`config.mk`:
```
export PLATFORM = sky130hd
export DESIGN_NAME = hazard_forward_ctrl_flat
export DESIGN_NICKNAME = d
export VERILOG_FILES = /design/src/rtl/pipe_pkg.sv /design/src/rtl/hazard_forward_ctrl_if.sv /design/src/rtl/hazard_forward_ctrl_fwd_src_cmp.sv /design/src/rtl/hazard_forward_ctrl.sv /design/src/flat_wrapper.sv
export SDC_FILE = /design/constraint.sdc
export NUM_CORES = 1
export LEC_CHECK = 0
export ABC_AREA = 1
export ABC_CLOCK_PERIOD_IN_PS = 2200
export CAP_MARGIN = 20
export CELL_PAD_IN_SITES_DETAIL_PLACEMENT = 0
export CELL_PAD_IN_SITES_GLOBAL_PLACEMENT = 2
export CORE_ASPECT_RATIO = 1.5
export CORE_MARGIN = 2
export CORE_UTILIZATION = 27
export CTS_CLUSTER_DIAMETER = 30
export CTS_CLUSTER_SIZE = 8
export DETAILED_ROUTE_END_ITERATION = 16
export PLACE_DENSITY = 0.87
export SLEW_MARGIN = 15
export SYNTH_ARGS = -nofsm -noshare
export SYNTH_HDL_FRONTEND = slang
export SYNTH_SLANG_ARGS = --single-unit
```
`constraint.sdc`:
```
create_clock -name clk -period 2.2 [get_ports clk]
set_input_delay 0.66 -clock clk [delete_from_list [all_inputs] [get_ports clk]]
set_output_delay 0.66 -clock clk [all_outputs]
set_load 0.01 [all_outputs]
```
`src/rtl/pipe_pkg.sv`:
```
// rtl/pipe_pkg.sv - shared types for the pipeline hazard/forwarding control
package pipe_pkg;

  localparam int REG_AW = 5;

  localparam logic [1:0] FWD_REGFILE = 2'b00;
  localparam logic [1:0] FWD_ALU     = 2'b01;
  localparam logic [1:0] FWD_WB      = 2'b10;

  typedef enum logic [1:0] {RUN, LOAD_STALL, MEM_WAIT} state_e;

  typedef struct packed {
    logic              valid;
    logic [REG_AW-1:0] rd;
    logic              reg_write;
    logic              mem_read;
  } shadow_t;

  // $0 is hardwired zero, so a write to it never produces a value worth forwarding
  function automatic logic writes_reg(shadow_t e, logic [REG_AW-1:0] src);
    return e.valid && e.reg_write && (e.rd == src) && (src != '0);
  endfunction

endpackage

```
`src/rtl/hazard_forward_ctrl_if.sv`:
```
// rtl/hazard_forward_ctrl_if.sv - ID-stage decode fields in, forwarding selects and stall controls out
interface hazard_forward_ctrl_if;
  import pipe_pkg::*;

  logic              id_valid;
  logic [REG_AW-1:0] id_rs;
  logic              id_use_rs;
  logic [REG_AW-1:0] id_rt;
  logic              id_use_rt;
  logic [REG_AW-1:0] id_rd;
  logic              id_reg_write;
  logic              id_mem_read;
  logic              flush_id;
  logic              dmem_busy;
  logic [1:0]        fwd_sel_a;
  logic [1:0]        fwd_sel_b;
  logic              pc_hold;
  logic              idex_bubble;
  logic              freeze;
  shadow_t           wb_entry;

  modport master (
    output id_valid, id_rs, id_use_rs, id_rt, id_use_rt, id_rd,
           id_reg_write, id_mem_read, flush_id, dmem_busy,
    input  fwd_sel_a, fwd_sel_b, pc_hold, idex_bubble, freeze, wb_entry
  );

  modport slave (
    input  id_valid, id_rs, id_use_rs, id_rt, id_use_rt, id_rd,
           id_reg_write, id_mem_read, flush_id, dmem_busy,
    output fwd_sel_a, fwd_sel_b, pc_hold, idex_bubble, freeze, wb_entry
  );

endinterface

```
`src/rtl/hazard_forward_ctrl_fwd_src_cmp.sv`:
```
// rtl/hazard_forward_ctrl_fwd_src_cmp.sv - one source index against EX/MEM shadow entries
module fwd_src_cmp
  import pipe_pkg::*;
(
  input  logic [REG_AW-1:0] src,
  input  logic              use_src,
  input  shadow_t           ex_e,
  input  shadow_t           mem_e,
  output logic [1:0]        sel
);

  // The EX entry is checked first: the nearer producer holds the newest value
  always_comb begin
    sel = FWD_REGFILE;
    if (use_src) begin
      if (writes_reg(ex_e, src))       sel = FWD_ALU;
      else if (writes_reg(mem_e, src)) sel = FWD_WB;
    end
  end

endmodule

```
`src/rtl/hazard_forward_ctrl.sv`:
```
// rtl/hazard_forward_ctrl.sv - operand forwarding selects, load-use bubbles and memory-wait freeze
module hazard_forward_ctrl
  import pipe_pkg::*;
(
  input  logic                 clk,
  input  logic                 rst_n,
  hazard_forward_ctrl_if.slave hz
);

  shadow_t    ex_q, mem_q, wb_q, id_e;
  state_e     state_q;
  logic [1:0] sel_a, sel_b, fwd_a_q, fwd_b_q;
  logic       load_use, frozen, issue_bubble, id_live;

  fwd_src_cmp u_cmp_a (.src(hz.id_rs), .use_src(hz.id_use_rs), .ex_e(ex_q), .mem_e(mem_q), .sel(sel_a));
  fwd_src_cmp u_cmp_b (.src(hz.id_rt), .use_src(hz.id_use_rt), .ex_e(ex_q), .mem_e(mem_q), .sel(sel_b));

  // A squashed instruction never stalls, so flush_id masks the load-use detect
  always_comb begin
    load_use = hz.id_valid && !hz.flush_id && ex_q.valid && ex_q.mem_read && (ex_q.rd != '0) &&
               ((hz.id_use_rs && (hz.id_rs == ex_q.rd)) || (hz.id_use_rt && (hz.id_rt == ex_q.rd)));
    frozen       = hz.dmem_busy && rst_n;
    issue_bubble = load_use && !frozen;
    id_live      = hz.id_valid && !hz.flush_id && !issue_bubble;
    id_e         = '0;
    if (id_live) begin
      id_e.valid     = 1'b1;
      id_e.rd        = hz.id_rd;
      id_e.reg_write = hz.id_reg_write;
      id_e.mem_read  = hz.id_mem_read;
    end
  end

  always_ff @(posedge clk or negedge rst_n) begin
    if (!rst_n) begin
      ex_q    <= '0;
      mem_q   <= '0;
      wb_q    <= '0;
      fwd_a_q <= FWD_REGFILE;
      fwd_b_q <= FWD_REGFILE;
      state_q <= RUN;
    end else if (frozen) begin
      state_q <= MEM_WAIT;
    end else begin
      wb_q    <= mem_q;
      mem_q   <= ex_q;
      ex_q    <= id_e;
      fwd_a_q <= id_live ? sel_a : FWD_REGFILE;
      fwd_b_q <= id_live ? sel_b : FWD_REGFILE;
      // The bubble just issued clears EX, so LOAD_STALL always falls back to RUN
      unique case (state_q)
        RUN, MEM_WAIT: state_q <= load_use ? LOAD_STALL : RUN;
        LOAD_STALL:    state_q <= RUN;
        default:       state_q <= RUN;
      endcase
    end
  end

  assign hz.fwd_sel_a   = fwd_a_q;
  assign hz.fwd_sel_b   = fwd_b_q;
  assign hz.freeze      = frozen;
  assign hz.pc_hold     = frozen || load_use;
  assign hz.idex_bubble = issue_bubble;
  assign hz.wb_entry    = wb_q;

endmodule

```
`src/flat_wrapper.sv`:
```
// flat-port wrapper written by rule: the top's interface ports become plain ports
module hazard_forward_ctrl_flat import pipe_pkg::*;
  (clk, rst_n, hz_id_valid, hz_id_rs, hz_id_use_rs, hz_id_rt, hz_id_use_rt, hz_id_rd, hz_id_reg_write, hz_id_mem_read, hz_flush_id, hz_dmem_busy, hz_fwd_sel_a, hz_fwd_sel_b, hz_pc_hold, hz_idex_bubble, hz_freeze, hz_wb_entry);
  hazard_forward_ctrl_if hz_i ();
  input  logic clk;
  input  logic rst_n;
  input wire logic [$bits(hz_i.id_valid)-1:0] hz_id_valid;
  input wire logic [$bits(hz_i.id_rs)-1:0] hz_id_rs;
  input wire logic [$bits(hz_i.id_use_rs)-1:0] hz_id_use_rs;
  input wire logic [$bits(hz_i.id_rt)-1:0] hz_id_rt;
  input wire logic [$bits(hz_i.id_use_rt)-1:0] hz_id_use_rt;
  input wire logic [$bits(hz_i.id_rd)-1:0] hz_id_rd;
  input wire logic [$bits(hz_i.id_reg_write)-1:0] hz_id_reg_write;
  input wire logic [$bits(hz_i.id_mem_read)-1:0] hz_id_mem_read;
  input wire logic [$bits(hz_i.flush_id)-1:0] hz_flush_id;
  input wire logic [$bits(hz_i.dmem_busy)-1:0] hz_dmem_busy;
  output wire logic [$bits(hz_i.fwd_sel_a)-1:0] hz_fwd_sel_a;
  output wire logic [$bits(hz_i.fwd_sel_b)-1:0] hz_fwd_sel_b;
  output wire logic [$bits(hz_i.pc_hold)-1:0] hz_pc_hold;
  output wire logic [$bits(hz_i.idex_bubble)-1:0] hz_idex_bubble;
  output wire logic [$bits(hz_i.freeze)-1:0] hz_freeze;
  output wire logic [$bits(hz_i.wb_entry)-1:0] hz_wb_entry;
  assign hz_i.id_valid = hz_id_valid;
  assign hz_i.id_rs = hz_id_rs;
  assign hz_i.id_use_rs = hz_id_use_rs;
  assign hz_i.id_rt = hz_id_rt;
  assign hz_i.id_use_rt = hz_id_use_rt;
  assign hz_i.id_rd = hz_id_rd;
  assign hz_i.id_reg_write = hz_id_reg_write;
  assign hz_i.id_mem_read = hz_id_mem_read;
  assign hz_i.flush_id = hz_flush_id;
  assign hz_i.dmem_busy = hz_dmem_busy;
  assign hz_fwd_sel_a = hz_i.fwd_sel_a;
  assign hz_fwd_sel_b = hz_i.fwd_sel_b;
  assign hz_pc_hold = hz_i.pc_hold;
  assign hz_idex_bubble = hz_i.idex_bubble;
  assign hz_freeze = hz_i.freeze;
  assign hz_wb_entry = hz_i.wb_entry;
  hazard_forward_ctrl u_core (.clk(clk), .rst_n(rst_n), .hz(hz_i));
endmodule
```
# Word level (Yosys, flattened, before mapping)
# Index checks and enable logic that the tools add are counted.
# classes
eq_ne	6
mux	9
n_reduce_logical	28
# ops
operator	count
$eq 5x5->1	6
$logic_and 1x1->1	20
$mux 2	8
$reduce_bool 5->1	3
$mux 8	1
$logic_not 1->1	3
$logic_or 1x1->1	2
# word_totals
regBits	28
in_bits	24
wordCells	57

# Longest topological paths before layout
# Gate-level depths: netlist of run 1.
# logic_depth
depth_word	10
mapped_depth	11

# Hierarchy
# A second synthesis of run 1 with hierarchy kept.
# unflattened
hier_cells	297
area_unflattened_um2	1823.0
# modules_own_cells
mod	instances	cells_each	area_per_inst_um2
hazard_forward_ctrl	1	177	1322.5
fwd_src_cmp	2	60	250.2

# Worst setup path after synthesis of run 1
# OpenSTA, ideal clock, no wires.
# synth_timing
path_kind	input to output
startpoint	input port hz_id_rt[3]
endpoint	output port hz_idex_bubble
arrival_ps	1452
t_required_ps	1540
path_slack_ps	88
stages	9
path_buffers	1
cell_sequence	inv_1 > nand2_1 > nand2_1 > nor2_1 > nand4_1 > nand2_1 > nand2_2 > buf_6 > nor2_1
# synth_between
elab_chain_len	5
# synth_rtl
element	line	source
start, declared	flat_wrapper.sv:10	input wire logic [$bits(hz_i.id_rt)-1:0] hz_id_rt;
$eq 5x5->1	hazard_forward_ctrl.sv:21	((hz.id_use_rs && (hz.id_rs == ex_q.rd)) || (hz.id_use_rt && (hz.id_rt == ex_q.rd)));
$logic_and 1x1->1	hazard_forward_ctrl.sv:21	
$logic_or 1x1->1	hazard_forward_ctrl.sv:21	
$logic_and 1x1->1	hazard_forward_ctrl.sv:20	load_use = hz.id_valid && !hz.flush_id && ex_q.valid && ex_q.mem_read && (ex_q.rd != '0) &&
$logic_and 1x1->1	hazard_forward_ctrl.sv:23	issue_bubble = load_use && !frozen;
end, declared	flat_wrapper.sv:20	output wire logic [$bits(hz_i.idex_bubble)-1:0] hz_idex_bubble;
# Every way passes these cells.

# Final worst setup path of run 1
# Same ends and word-level chain as after synthesis.

==> out/results.txt, run 1 <==
CP Launch Point: hz_id_rt[3]
post-DP HPWL: 3950 um
area leader, netlist: dfrtp_1
hold path depth: 2
IO buf count: 38
clk_lat worst skew: 0.27 ns
Ports: 39
status: complete, but fails checks
Worst Setup Start Kind: primary input
Net count, final: 347
RSZ-0062 raised after global routing: true
Mapped Area: 1690 um2
Critical Path, Cell by Cell: buf_4, inv_1, nand2_1, nand2_2, nor2_2, nand4_1, nand2_2, nand2_4, nor2_4, buf_6
Final Hold Violating Endpoints: 0
RR Startpoint: u_core.ex_q[3]$_DFFE_PN0N_
hold_buf cts: 0
First-pass DRT Iterations: 4
pin count of the biggest net entering global routing: 29
Seq cells post-synth: 28
post-route ant nets: 0
final core utilization: 41.3%
Slew Limit Headroom: 75.8%
placed insts: 381
die height: 101 um
layout cells sized above 1: 28.9%
DRT iter0 DRCs: 44
crit path DAT: 1.56 ns
power per cell area: 505 nW/um2
largest cells by area after synthesis: dfrtp_1 41%, nand2_1 22%, inv_1 6.4%
Fillers: 657
Worst Setup End Kind: output pin
Crit Path Class: in2out
Worst Setup EP: hz_idex_bubble
Leak: 0.00133 uW
final worst-path setup slack: -0.0225 ns
final setup vio count: 2
combinational family with the most area after synthesis: simple AND/OR/NAND/NOR gates
post-synthesis compound-gate area fraction: 5.03%
initial antenna violation count: 0
clk slew on worst S/H paths: 0.10 ns
critical path's largest stage delay: 0.14 ns
f_max: 450 MHz
Worst-Margin Slew: 0.364 ns
Congestion Overflow GR: 0
CTS tree: done
r2r endpoint: u_core.hz.fwd_sel_a[1]$_DFFE_PN0N_
violated checks: setup timing
post-DR wirelength/cell: 12.4 um
area delta synth->final: 48.6%
die width: 68.6 um
non-filler cells, final: 396
DRC Markers: 0
Final Power: 1270 uW
cell with the largest stage delay on the worst path: nand4_1
Synth warnings: 0
fin crit period: 2.22 ns
core box area: 6090 um2
Adder-Cell Fraction of Synth Area: 0%
Crit path top cell by count: nand2_2
Via density: 4.40
vias: 1743
worst-case reg-to-reg path depth: 11
syn_area_per_cell: 6.96 um2
htree depth: 1
r2r setup slk: 0.54 ns
total clock sinks: 28
root buffer cell: clkbuf_8
vias in the first global route: 1763
Seq/Total Area, Yosys: 41.5%
maximum vdd ir drop: 243 uV
fin. max-slew vios: 0
Crit Path Max Fanout: 4
post-synthesis mux area share: 0%
post-placement setup slack: -1.09 ns
Clock Tree Buf Depth: 2
GP Congestion: 0.865
Num CTS Buffers: 3
WL final: 4920 um
simple-gate share of the synthesized area: 36.8%
diode count: 0
Tot GR Track Use: 15.6%
Initial Util: 27.8%
CP required: 1.54 ns
clock skew: 0.00269 ns
unique cell type count in the Yosys netlist: 19
max cap viols: 0
Hold Crit Class: reg2reg
final worst-path cycle share: 101%
global-route wire length before repair: 8060 um
Mapped Cells: 243
Die Area: 6920 um2
top-area cell type share of the netlist area: 41.5%
row cnt: 35
Syn Nets: 267
Post-Synth XOR/XNOR Area: 3.63%
## repair_timing
action,in CTS,in global routing
setup buffers,8,3
gates resized for setup,78,12
endpoints found under the setup margin,3,2
pin swaps,17,12
## cells in the final DEF, fill, tap and decap left out, types with 2 or more instances in the layout
cell and n:
nor2_1 17, xnor2_1 6, nor2_4 2, a21oi_1 2
nand2_2 7, clkdlybuf4s50_1 20, nand3_1 10, dfrtp_1 24
nand4_1 16, inv_2 8, inv_1 24, buf_2 8
o21ai_0 14, buf_6 4, clkbuf_8 3, dfrtp_2 4
nor2_2 4, buf_4 47, nand2_1 90, dlygate4sd2_1 5
## per-layer routing
metal / vias up / global-route usage (%) / routed length, um
li1: 909 / - / -
met1: 793 / 17.7 / 1970
met2: 30 / 27.9 / 2600
met3: 11 / 1.23 / 137
met4: 0 / 8.15 / 215
met5: - / 0 / 0
## sequential cells by signal, summed over array words and instances (netlist names)
register             flops
u_core.hz.wb_entry       8
u_core.ex_q              8
u_core.mem_q             8
u_core.hz.fwd_sel_b      2
u_core.hz.fwd_sel_a      2
## cells in the mapped netlist
cell	n
nor2_2	1
nor3_1	1
buf_6	4
nand3_1	10
clkbuf_8	3
nand4_1	16
inv_1	29
dfrtp_1	28
and2b_1	1
nand2_2	1
inv_2	3
xnor2_1	7
nor2_1	22
o21ai_0	14
buf_4	1
a21oi_1	2
o21ai_1	1
clkbuf_1	2
nand2_1	97
## critical path, delay by kind of cell
family / cells / cell delay [ns]
and+or+nand+nor: 7 / 0.65
buffers and inverters: 3 / 0.25
## stage by stage
stage / hold WS, ns / instance area [um2] / TNS, ns
detailed placement: 0.466 / 2330 / -4.13
CTS: 0.496 / 2460 / -0.195
global placement: 0.465 / 2330 / -3.90
floorplan: 0.364 / 1690 / 0
global route: 0.514 / 2510 / -0.306
finish: 0.492 / 2510 / -0.0406
## report_power, final
| group | total [uW] | internal, uW | switching (uW) | leakage [uW] |
|---|---|---|---|---|
| registers | 570 | 544 | 26.1 | 0.000372 |
| clock network | 404 | 243 | 161 | 0.0000357 |
| logic | 295 | 153 | 142 | 0.000925 |
## kinds of logic after synthesis
| kind of cell | Yosys count |
|---|---|
| AND/OR/NAND/NOR | 149 |
| buffers and inverters | 42 |
| flip-flops | 28 |
| AO/OA/AOI/OAI | 17 |
| XOR/XNOR | 7 |
## final cells by class
class                      count  area, um2  area share (%)
clock inverter                 1       30.0            1.20
tap                           74       92.6            3.69
sequential                    28        706            28.1
inverter                      32        120            4.78
timing repair buffer          85        693            27.6
multi-input combinational    173        830            33.0
clock buffer                   3       41.3            1.64
## how the worst min path moves through the flow
stage / start / to / slack, ns
3_3_place_gp: u_core.hz.wb_entry[0]$_DFFE_PN0N_ / u_core.hz.wb_entry[0]$_DFFE_PN0N_ / 0.47
5_1_grt: u_core.hz.fwd_sel_b[0]$_DFFE_PN0N_ / u_core.hz.fwd_sel_b[0]$_DFFE_PN0N_ / 0.51
6_report: u_core.mem_q[0]$_DFFE_PN0N_ / u_core.mem_q[0]$_DFFE_PN0N_ / 0.49
3_5_place_dp: u_core.hz.fwd_sel_b[0]$_DFFE_PN0N_ / u_core.hz.fwd_sel_b[0]$_DFFE_PN0N_ / 0.47
4_1_cts: u_core.mem_q[0]$_DFFE_PN0N_ / u_core.mem_q[0]$_DFFE_PN0N_ / 0.50
2_1_floorplan: rst_n / u_core.ex_q[0]$_DFFE_PN0N_ / 0.36
Power figures use the tool's default switching activity.
==> run 2: changes to the inputs <==
--- a/config.mk
+++ b/config.mk
@@ -6,7 +6,6 @@
 export NUM_CORES = 1
 export LEC_CHECK = 0
 export ABC_AREA = 1
-export ABC_CLOCK_PERIOD_IN_PS = 2200
 export CAP_MARGIN = 20
 export CELL_PAD_IN_SITES_DETAIL_PLACEMENT = 0
 export CELL_PAD_IN_SITES_GLOBAL_PLACEMENT = 2
==> results of run 2 <==
Same layout as run 1: the final DEF is identical, and so are final timing and power.
==> run 3: changes to the inputs <==
--- a/config.mk
+++ b/config.mk
@@ -11,12 +11,14 @@
 export CELL_PAD_IN_SITES_GLOBAL_PLACEMENT = 2
 export CORE_ASPECT_RATIO = 1.5
 export CORE_MARGIN = 2
-export CORE_UTILIZATION = 27
+export CORE_UTILIZATION = 26
 export CTS_CLUSTER_DIAMETER = 30
 export CTS_CLUSTER_SIZE = 8
 export DETAILED_ROUTE_END_ITERATION = 16
+export MAX_ROUTING_LAYER = met4
 export PLACE_DENSITY = 0.87
 export SLEW_MARGIN = 15
 export SYNTH_ARGS = -nofsm -noshare
 export SYNTH_HDL_FRONTEND = slang
+export SYNTH_HIERARCHICAL = 1
 export SYNTH_SLANG_ARGS = --single-unit
==> out/results.txt, run 3 <==
IO buf count: 38 (unchanged)
Tot GR Track Use: 15.7% (+0.071 points)
global-route wire length before repair: 9160 um (+14%)
GP Congestion: 0.878 (+1.5%)
Final Power: 1140 uW (-10%)
fin. max-slew vios: 0 (unchanged)
final worst-path cycle share: 99.5% (-1.5 points)
Post-synth EDFFs: 0 (unchanged)
WL final: 5510 um (+12%)
fin crit period: 2.19 ns (-0.0324 ns)
top-area cell type share of the netlist area: 38.4% (-3.0 points)
post-DR wirelength/cell: 12.3 um (-0.69%)
Die Area: 7710 um2 (+11%)
final core utilization: 37.7% (-3.6 points)
Via density: 4.36 (-0.87%)
die height: 107 um (+5.6%)
Mapped Cells: 297 (+22%)
most common cell in the netlist: nand2_1
htree depth: 1 (unchanged)
clk slew on worst S/H paths: 0.09 ns (about the same)
First-pass DRT Iterations: 4 (unchanged)
maximum vdd ir drop: 236 uV (-2.9%)
post-route ant nets: 0 (unchanged)
Num CTS Buffers: 3 (unchanged)
clk_lat worst skew: 0.27 ns (about the same)
Top delay family on crit path: simple AND/OR/NAND/NOR gates
most common cell after layout, fill and taps aside: nand2_1
status: finished, final reports clean
Crit Path Class: reg2out
RSZ-0062 raised after global routing: true
top_reg_cell synth: dfrtp_1
cell with the largest stage delay on the worst path: dfrtp_2
Critical Path, Cell by Cell: buf_6, nand2_2, nand2_1, nor2_1, nand3_1, nand2_2, nand2_4, nor2_2, buf_2
Seq/Total Area, Yosys: 38.4% (-3.0 points)
f_max: 457 MHz (+1.5%)
Leak: 0.00142 uW (+6.8%)
clock skew: 0.00543 ns (+0.00274 ns)
pin count of the biggest net entering global routing: 31 (+6.9%)
critical path's largest stage delay: 0.47 ns (+0.33 ns)
Ports: 39 (unchanged)
Crit Path Max Fanout: 3 (-1)
Final Hold Violating Endpoints: 0 (unchanged)
total clock sinks: 28 (unchanged)
Post-synth ARST share: 100% (unchanged)
syn_area_per_cell: 6.14 um2 (-12%)
Syn Nets: 321 (+20%)
core box area: 6810 um2 (+12%)
Worst-Margin Slew: 0.364 ns (+0.000701 ns)
Initial Util: 26.8% (-0.98 points)
vias: 1946 (+12%)
area delta synth->final: 40.6%
Slew Limit Headroom: 75.7% (about the same)
unique cell type count in the Yosys netlist: 15 (-4)
most frequent cells in the layout: 138 x nand2_1, 41 x inv_1, 32 x buf_4
Fillers: 757 (+15%)
root buffer cell: clkbuf_8
top post-synthesis cells by count: 142 x nand2_1, 44 x inv_1, 33 x nor2_1
DRC Markers: 0 (unchanged)
vias in the first global route: 1928 (+9.4%)
Worst Setup Start Kind: register
Synth warnings: 6 (+6)
FF/Latch Area: 706 um2 (unchanged)
Crit path top cell by count: nand2_2
max cap viols: 0 (unchanged)
WP buf/inv: 2 (-1)
diode count: 0 (unchanged)
row cnt: 37 (+5.7%)
Clock Tree Buf Depth: 2 (unchanged)
DRT iter0 DRCs: 81 (+84%)
largest cells by area after synthesis: dfrtp_1 38%, nand2_1 29%, inv_1 9.1%
final setup vio count: 0 (-2)
CP required: 1.54 ns (about the same)
Net count, final: 394 (+14%)
Worst Setup End Kind: output pin
CTS tree: done
die width: 72.4 um (+5.5%)
Seq cells post-synth: 28 (unchanged)
layout cells sized above 1: 20.7% (-8.2 points)
post-DP HPWL: 4440 um (+12%)
Congestion Overflow GR: 0 (unchanged)
Mapped Area: 1820 um2 (+7.8%)
area of the multi-input gates: 923 um2 (+11%)
hold_buf cts: 0 (unchanged)
area leader, netlist: dfrtp_1
Hold Crit Class: reg2reg
initial antenna violation count: 0 (unchanged)
power per cell area: 444 nW/um2 (-12%)
crit path DAT: 1.53 ns (-0.03 ns)
## run 3: power breakdown
group          total (uW)  internal (uW)  switching, uW
Combinational         293            141            151
Sequential            576            544           32.6
Clock                 269            123            146
## run 3: area by class of cell
class / instances / share of cell area, %
timing repair buffer: 75 / 23.9
multi-input combinational: 213 / 36.0
sequential: 28 / 27.5
clock buffer: 3 / 1.61
inverter: 49 / 7.17
tap: 78 / 3.81
## run 3: routing by layer
metal | up-vias | share of wire, % | track usage, %
met5 | - | 0 | -
met4 | 0 | 1.9 | 4.76
met1 | 891 | 42 | 18.0
met2 | 19 | 55 | 28.7
met3 | 4 | 1.7 | 0.853
li1 | 1032 | - | -
## run 3: what timing repair did
| item | CTS | global route |
|---|---|---|
| pin swaps | 11 | 10 |
| endpoints found under the setup margin | 3 | 2 |
| buffers inserted | 0 | 2 |
| gates resized for setup | 60 | 17 |
| endpoints found under the hold margin | 0 | 0 |
## run 3: cells by family after synthesis
kind of cell           count (synthesis)  share of synthesized area (%)
AO/OA/AOI/OAI                          8                           2.20
XOR/XNOR                               6                           2.88
flip-flops                            28                           38.4
buffers and inverters                 56                           12.1
AND/OR/NAND/NOR                      199                           44.3
## run 3: path summary, 6_finish.rpt
kind | cells past startpoint | from | end | slack [ns]
min in group asynchronous | 2 | rst_n | u_core/hz.wb_entry[4]$_DFFE_PN0N_ | 0.62
hold reg to reg | 2 | u_core/mem_q[0]$_DFFE_PN0N_ | u_core/mem_q[0]$_DFFE_PN0N_ | 0.48
max in group asynchronous | 2 | rst_n | u_core/ex_q[3]$_DFFE_PN0N_ | 1.28
setup / recovery | 9 | u_core/ex_q[6]$_DFFE_PN0N_ | hz_idex_bubble | 0.01
hold / removal | 2 | u_core/mem_q[0]$_DFFE_PN0N_ | u_core/mem_q[0]$_DFFE_PN0N_ | 0.48
setup reg to reg | 10 | u_core/ex_q[6]$_DFFE_PN0N_ | u_core/hz.fwd_sel_a[1]$_DFFE_PN0N_ | 0.68
## run 3: worst reg2reg max path: stages (launching register included)
cell and delay, ns:
dfrtp_2 0.47, buf_6 0.14, nand2_2 0.04, nand2_1 0.05, nor2_1 0.08, nand3_1 0.11, nand2_2 0.12, nand2_4 0.06
buf_4 0.18, nand4_1 0.10, nand2_1 0.06
## run 3: through the flow
step,hold WS [ns],cell area (um2),worst slack (ns),TNS (ns),std cells
6_report,0.479,2560,0.00994,0,446
5_1_grt,0.516,2560,-0.113,-0.223,446
4_1_cts,0.483,2540,-0.0622,-0.0837,444
3_5_place_dp,0.461,2530,-0.866,-2.35,441
3_3_place_gp,0.457,2530,-0.842,-2.06,441
2_1_floorplan,0.364,1820,0.157,0,297
